===== config.mk =====
export PLATFORM = sky130hd
export DESIGN_NAME = key_conditioner
export DESIGN_NICKNAME = d
export VERILOG_FILES = /design/src/rtl/key_pkg.sv /design/src/rtl/key_debounce.sv /design/src/rtl/key_conditioner.sv
export SDC_FILE = /design/constraint.sdc
export NUM_CORES = 1
export LEC_CHECK = 0
export ABC_AREA = 1
export CORE_AREA = 3 3 40 42
export CTS_CLUSTER_DIAMETER = 150
export CTS_CLUSTER_SIZE = 12
export DETAILED_ROUTE_END_ITERATION = 10
export DIE_AREA = 0 0 43 45
export DONT_BUFFER_PORTS = 1
export GPL_ROUTABILITY_DRIVEN = 0
export GPL_TIMING_DRIVEN = 0
export SYNTH_ARGS = -nofsm -noshare
export SYNTH_HDL_FRONTEND = slang
export SYNTH_SLANG_ARGS = --single-unit

===== constraint.sdc =====
create_clock -name Clock -period 2.1 [get_ports Clock]
set_input_delay 0.42 -clock Clock [delete_from_list [all_inputs] [get_ports Clock]]
set_output_delay 0.42 -clock Clock [all_outputs]
set_load 0.02 [all_outputs]

===== src/rtl/key_pkg.sv =====
// Shared types and constants for the tug-of-war key conditioning path.
package key_pkg;

  typedef enum logic {
    RELEASED = 1'b0,
    PRESSED  = 1'b1
  } key_state_t;

  localparam logic KEY_PRESSED_LVL = 1'b0;
  localparam int   KEY_SYNC_MIN    = 2;
  localparam int   KEY_CNT_W       = 8;

endpackage


===== src/rtl/key_debounce.sv =====
// One key: synchronizer, debounce FSM with run-length counter, rising-edge one-shot.
// held_o rises SYNC_STAGES+DEBOUNCE_CYCLES edges after a stable press; pulse_o is one cycle.
module key_debounce
  import key_pkg::*;
#(
  parameter int SYNC_STAGES     = 2,
  parameter int DEBOUNCE_CYCLES = 4
) (
  input  logic clk_i,
  input  logic rst_i,
  input  logic key_n_i,
  output logic held_o,
  output logic pulse_o
);

  localparam int            CW       = $clog2(DEBOUNCE_CYCLES + 1);
  localparam logic [CW-1:0] CNT_LAST = CW'(DEBOUNCE_CYCLES - 1);

  if (SYNC_STAGES < KEY_SYNC_MIN) begin : g_sync_chk
    $error("key_debounce: SYNC_STAGES below minimum");
  end

  logic [SYNC_STAGES-1:0] sync_q;
  key_state_t             state_q;
  logic [CW-1:0]          cnt_q;
  logic                   prev_q;
  logic                   s;
  logic                   held;

  // Flops reset to the released level so a key held through reset counts as a new press.
  always_ff @(posedge clk_i or posedge rst_i) begin
    if (rst_i) begin
      sync_q <= '1;
    end else begin
      sync_q <= {sync_q[SYNC_STAGES-2:0], key_n_i};
    end
  end

  assign s    = (sync_q[SYNC_STAGES-1] == KEY_PRESSED_LVL);
  assign held = (state_q == PRESSED);

  always_ff @(posedge clk_i or posedge rst_i) begin
    if (rst_i) begin
      state_q <= RELEASED;
      cnt_q   <= '0;
      prev_q  <= 1'b0;
    end else begin
      prev_q <= held;
      if (s != held) begin
        if (cnt_q == CNT_LAST) begin
          state_q <= held ? RELEASED : PRESSED;
          cnt_q   <= '0;
        end else begin
          cnt_q <= cnt_q + 1'b1;
        end
      end else begin
        cnt_q <= '0;
      end
    end
  end

  assign held_o  = held;
  assign pulse_o = held & ~prev_q;

endmodule


===== src/rtl/key_conditioner.sv =====
// Two independent debounced keys producing L/R move pulses; Reset deassertion is expected pre-synchronized.
// Optional macro KEYCOND_PRESS_CNT_EN adds saturating 8-bit press counters cnt_l/cnt_r.
module key_conditioner
  import key_pkg::*;
#(
  parameter int SYNC_STAGES     = 2,
  parameter int DEBOUNCE_CYCLES = 4
) (
  input  logic Clock,
  input  logic Reset,
  input  logic key_l_n,
  input  logic key_r_n,
  output logic L,
  output logic R,
  output logic held_l,
  output logic held_r
`ifdef KEYCOND_PRESS_CNT_EN
  ,
  output logic [KEY_CNT_W-1:0] cnt_l,
  output logic [KEY_CNT_W-1:0] cnt_r
`endif
);

  key_debounce #(
    .SYNC_STAGES     (SYNC_STAGES),
    .DEBOUNCE_CYCLES (DEBOUNCE_CYCLES)
  ) u_left (
    .clk_i   (Clock),
    .rst_i   (Reset),
    .key_n_i (key_l_n),
    .held_o  (held_l),
    .pulse_o (L)
  );

  key_debounce #(
    .SYNC_STAGES     (SYNC_STAGES),
    .DEBOUNCE_CYCLES (DEBOUNCE_CYCLES)
  ) u_right (
    .clk_i   (Clock),
    .rst_i   (Reset),
    .key_n_i (key_r_n),
    .held_o  (held_r),
    .pulse_o (R)
  );

`ifdef KEYCOND_PRESS_CNT_EN
  logic [KEY_CNT_W-1:0] cnt_l_q;
  logic [KEY_CNT_W-1:0] cnt_r_q;

  always_ff @(posedge Clock or posedge Reset) begin
    if (Reset) begin
      cnt_l_q <= '0;
      cnt_r_q <= '0;
    end else begin
      if (L && (cnt_l_q != '1)) cnt_l_q <= cnt_l_q + 1'b1;
      if (R && (cnt_r_q != '1)) cnt_r_q <= cnt_r_q + 1'b1;
    end
  end

  assign cnt_l = cnt_l_q;
  assign cnt_r = cnt_r_q;
`endif

endmodule


Word-level counts from Yosys, hierarchy flattened

Cells that the tools add are included.

Bits in registers: 14
Bits in latches: 0
Bits in writable memories: 0
ROM bits: 0
Input port bits: 4
Output and inout port bits: 4
Word-level logic and storage cells: 28
Memories: 0

$add $sub $neg: 2
$mul: 0
Div/mod/pow operators: 0
Magnitude comparators: 0
Equal/unequal tests: 4
Shifts and indexed selects: 0
Muxes and demuxes: 6
Bitwise logic cells: 6
Reductions and logical operators: 2

Operators with widths:

| cell                                                                  | number |
|---|---|
| 3-bit 2-to-1 mux                                                      | 4 |
| 3-bit by 1-bit adder with 3-bit output, second input constant         | 2 |
| 3-bit by 2-bit equality test with 1-bit output, second input constant | 2 |
| 1-bit inverter                                                        | 4 |
| 2-bit AND reduction                                                   | 2 |
| 1-bit AND                                                             | 2 |
| 1-bit 2-to-1 mux                                                      | 2 |
| 1-bit != test                                                         | 2 |

Logic depth before layout (Yosys ltp)

Depth in word-level cells: 3
Depth in mapped cells: 4
Mapped depth without buffers: 4

Cells and area by module

From an unflattened synthesis, not the netlist that was laid out.

Cell total of the unflattened synthesis: 56
Area, all modules: 538.0 sq um

By module, submodules not included:

| module       | instances | cells each | area each (sq um) | seq. area each (sq um) |
|---|---|---|---|---|
| key_debounce | 2         | 28         | 269.0             | 177.7 |

Worst setup path after synthesis

No wires, ideal clock.

Path type: flip-flop to output port
From: reg u_left.state_q, in the netlist u_left.held_o
To: out L
Arrival: 848 ps
Data required time: 1680 ps
Setup slack: 832 ps
Cell stages (with the launch flop): 3
Path buffers: 0
Cells stage by stage: dfrtp_1 -> inv_1 -> nor2_1

Word-level cells in the longest chain between the ends: 1

RTL lines:

| element                  | line                  | source |
|---|---|---|
| start: declaration       | key_debounce.sv:24    | `key_state_t state_q;` |
| start signal: assignment | key_debounce.sv:51    | `state_q <= held ? RELEASED : PRESSED;` |
| 1-bit AND                | key_debounce.sv:63    | `assign pulse_o = held & ~prev_q;` |
| end: declaration         | key_conditioner.sv:13 | `output logic L,` |

No other way between the ends.

Worst setup path after layout

Ends and elaborated chain as after synthesis.

==> summary.md <==
| Metric | Value |
|---|---|
| Simple-gate portion of the synthesized area | 20.4% |
| # Max-Cap Violations | 0 |
| Commonest cells after routing, fill and taps aside | sky130_fd_sc_hd__nand2_1, sky130_fd_sc_hd__inv_1, sky130_fd_sc_hd__dfrtp_1, sky130_fd_sc_hd__nor2_1, sky130_fd_sc_hd__dfstp_2 |
| Share of synthesized area occupied by flip-flops and latches | between 60% and 70% |
| Total global-route track usage | under 10% |
| Flip-flop and latch count after synthesis | 14 |
| Number of antenna violations at the first check in global routing | 0 |
| Worst flop-to-flop path endpoint | u_left.cnt_q[0] |
| Count of buffer and inverter cells on the critical path | 1 |
| Die area | just under 0.002 mm^2 |
| Register-to-register setup slack | ~1.1 ns |
| Count of nets after finishing | between 60 and 70 |
| Count of unique library cells instantiated by Yosys | 8 |
| Post-detail-place hpwl | 555 um |
| Wire length on met3 | roughly 54 um |
| Maximum number of pins on one net before global-route repair | 15 |
| Vias in the first global route | between 300 and 400 |
| Number of buffers between clock root and the deepest sink | 2 |
| Accumulated negative setup slack | 0 ns |
| Count of pins over their slew limit | 0 |
| CP Capture Type | primary output |
| Syn nets | slightly above 60 |
| Cts repair resizes | 0 |
| Unrepaired setup endpoints after global routing | no |
| Final critical-path required period | between 1.5 and 2 ns |
| Skew final | between 0.002 and 0.003 ns |
| Post-CTS Setup Inserts | 0 |
| Vias | 321 |
| Number of antenna-violating nets in the routed design | 0 |
| Overall routed net length | between 700 and 800 um |
| Reg clk slew, reported paths | 0.08 ns |
| Congestion Overflow GR | 0 |
| Clock power share | 24.1% |
| Root Buffer | sky130_fd_sc_hd__clkbuf_4 |
| Detailed-route wire length on metal 1 | 323 um |
| Sink Count | 14 |
| Critical path's slowest cell | sky130_fd_sc_hd__dfrtp_1 |
| Diode insertion count for antenna repair | 0 |
| Worst hold-check path type | in2async |
| Filler cells | 116 |
| Combinational share of power | 23.0% |
| Highest routed metal layer | met3 |
| Required time at the worst-slack endpoint | between 1.5 and 2 ns |
| Total met2 wirelength after detailed routing | around 340 um |
| CTS H-tree lvls | 1 |
| Portion of netlist area occupied by mux cells | 0% |
| Leading cell types by total area after synthesis | sky130_fd_sc_hd__dfrtp_1, sky130_fd_sc_hd__dfstp_2, sky130_fd_sc_hd__nand2_1, sky130_fd_sc_hd__inv_1, sky130_fd_sc_hd__nor2_1 |
| Post-synthesis average cell area | ~9.7 um^2 |
| Routed via count divided by cell count | about 4.3 |
| Most common library cell in the layout ignoring fill and taps | sky130_fd_sc_hd__nand2_1 |
| Worst-skew pair later-pin latency | 0.27 ns |
| Hold violation total from the final report | 0 |
| Power dissipated by switching net loads | between 0.2 and 0.3 mW |
| Post-synth top area share | a little under half |
| Sequential standard cell area | about 360 um^2 |
| Internal power component | approximately 0.51 mW |
| Initial DRC count | 9 |
| Growth of design area from synthesis to finish | 10.3% |
| Peak VDD IR | 0.432 mV |
| CTS tree | done |
| Multi-input gate area in the final layout | roughly 130 um^2 |
| Delay of the slowest cell on the worst path | around 0.52 ns |
| Final-report setup violation count | 0 |
| Leakage power | between 0.3 and 0.4 nW |
| Die span in x | about 43 um |
| CP startpoint | u_left.held_o |
| Delay-heaviest family, CP | flip-flops |
| Period utilisation layout | between 70 and 80% |
| Start of the worst register-to-register path | u_left.cnt_q[0] |
| Kind of critical path | reg2out |
| Critical path, cell by cell | inv_1 > nor2_1 |
| Main combinational cell family by area after synthesis | simple AND/OR/NAND/NOR gates |
| Outcome | complete, no violations |
| Switching Fraction | between 30 and 40% |
| Standard-cell rows | 13 |
| Pin slew with the least headroom to its limit | a little under 0.5 ns |
| Remaining routing DRC violations | 0 |
| Maximum clock rate | around 600 MHz |
| Design Power | a little under 0.8 mW |
| Post-synthesis xor/xnor area fraction | 0% |
| Height of the chip | between 40 and 50 um |
| Cell type contributing the most total cell area after synthesis | sky130_fd_sc_hd__dfrtp_1 |
| CTS Buf Count | 3 |
| Boundary Pins | 8 |
| Core area | 0.00128 mm^2 |
| Worst r2r path cells | 4 |
| Max transition margin | 66.9% |
| Sequential fraction of design power | between 50% and 60% |
| Fraction of the mapped netlist area in adder cells | 4.68% |
| Share of post-route cells with drive strength above 1 | around 17% |
| Ys Warns | 0 |
| Initial cell density of the core | 41.6% |
| Total standard cell area after synthesis | 534 um^2 |
| Number of buffers added to fix hold violations after cts | 0 |
| Nature of the critical path startpoint | flip-flop |
| Count of input and output buffers | 0 |
| Number of detailed-routing iterations run before antenna repair | 4 |
| Arrival time of data at the critical path endpoint | 1.20 ns |
| Average routed wire per standard cell | 9.64 um |
| Compound-cell area share of the yosys netlist | 0% |
| Top fanout value on the critical path | 5 |
| Areal power density over the cells | 1300 mW/mm^2 |
| Post-Synthesis Cells | 55 |
| Wire length of the first global-routing pass | approximately 1300 um |
flip-flops by register name, indices dropped and copies added (netlist names):
signal          count
u_right.sync_q      2
u_left.held_o       1
u_left.sync_q       2
u_left.prev_q       1
u_left.cnt_q        3
u_right.prev_q      1
u_right.cnt_q       3
u_right.held_o      1
layer usage:
layer / vias to the layer above / global-route usage [%]
met2: 8 / 15.3
li1: 169 / -
met4: 0 / 3.61
met3: 0 / 3.98
met5: - / 0
met1: 144 / 11.3
how the worst max path moves through the flow:
stage,endpoint,slack [ns],cells past startpoint
floorplan,L,0.83,2
detailed placement,R,0.76,2
finish,L,0.48,2
global route,L,0.40,2
global placement,R,0.77,2
CTS,R,0.46,2
layout make-up:
| type | instances | area share (%) |
|---|---|---|
| Sequential cell | 14 | 60.3 |
| Multi-Input combinational cell | 29 | 22.7 |
| Tap cell | 15 | 3.18 |
| Inverter | 12 | 7.64 |
| Clock buffer | 4 | 6.16 |
per-stage QoR:
stage	utilization (%)	instances	hold WS, ns	setup slack [ns]	area (um^2)
CTS	45.9	74	0.0681	0.460	589
global route	45.9	74	0.0793	0.400	589
detailed placement	43.0	70	0.347	0.763	553
finish	45.9	74	0.0553	0.478	589
global placement	43.0	70	0.346	0.772	553
floorplan	-	55	0.306	0.832	534
cells by family after synthesis:
logic type / Yosys count
AND/OR/NAND/NOR: 27
buffers and inverters: 12
flip-flops: 14
adder cells (fa/ha/maj): 2
power groups by stage:
stage	clock network, mW	logic (mW)	registers (mW)
global route	0.207	0.208	0.419
finish	0.185	0.177	0.407
CTS	0.192	0.181	0.408
global placement	0	0.172	0.408
floorplan	0	0.153	0.400
detailed placement	0	0.180	0.413
synthesized netlist by cell type (all sizes together):
cell,n
ha,2
dfstp,4
nand2,17
dfrtp,10
nor2,8
nand3,2
inv,12
(Power assumes the default switching activity.)
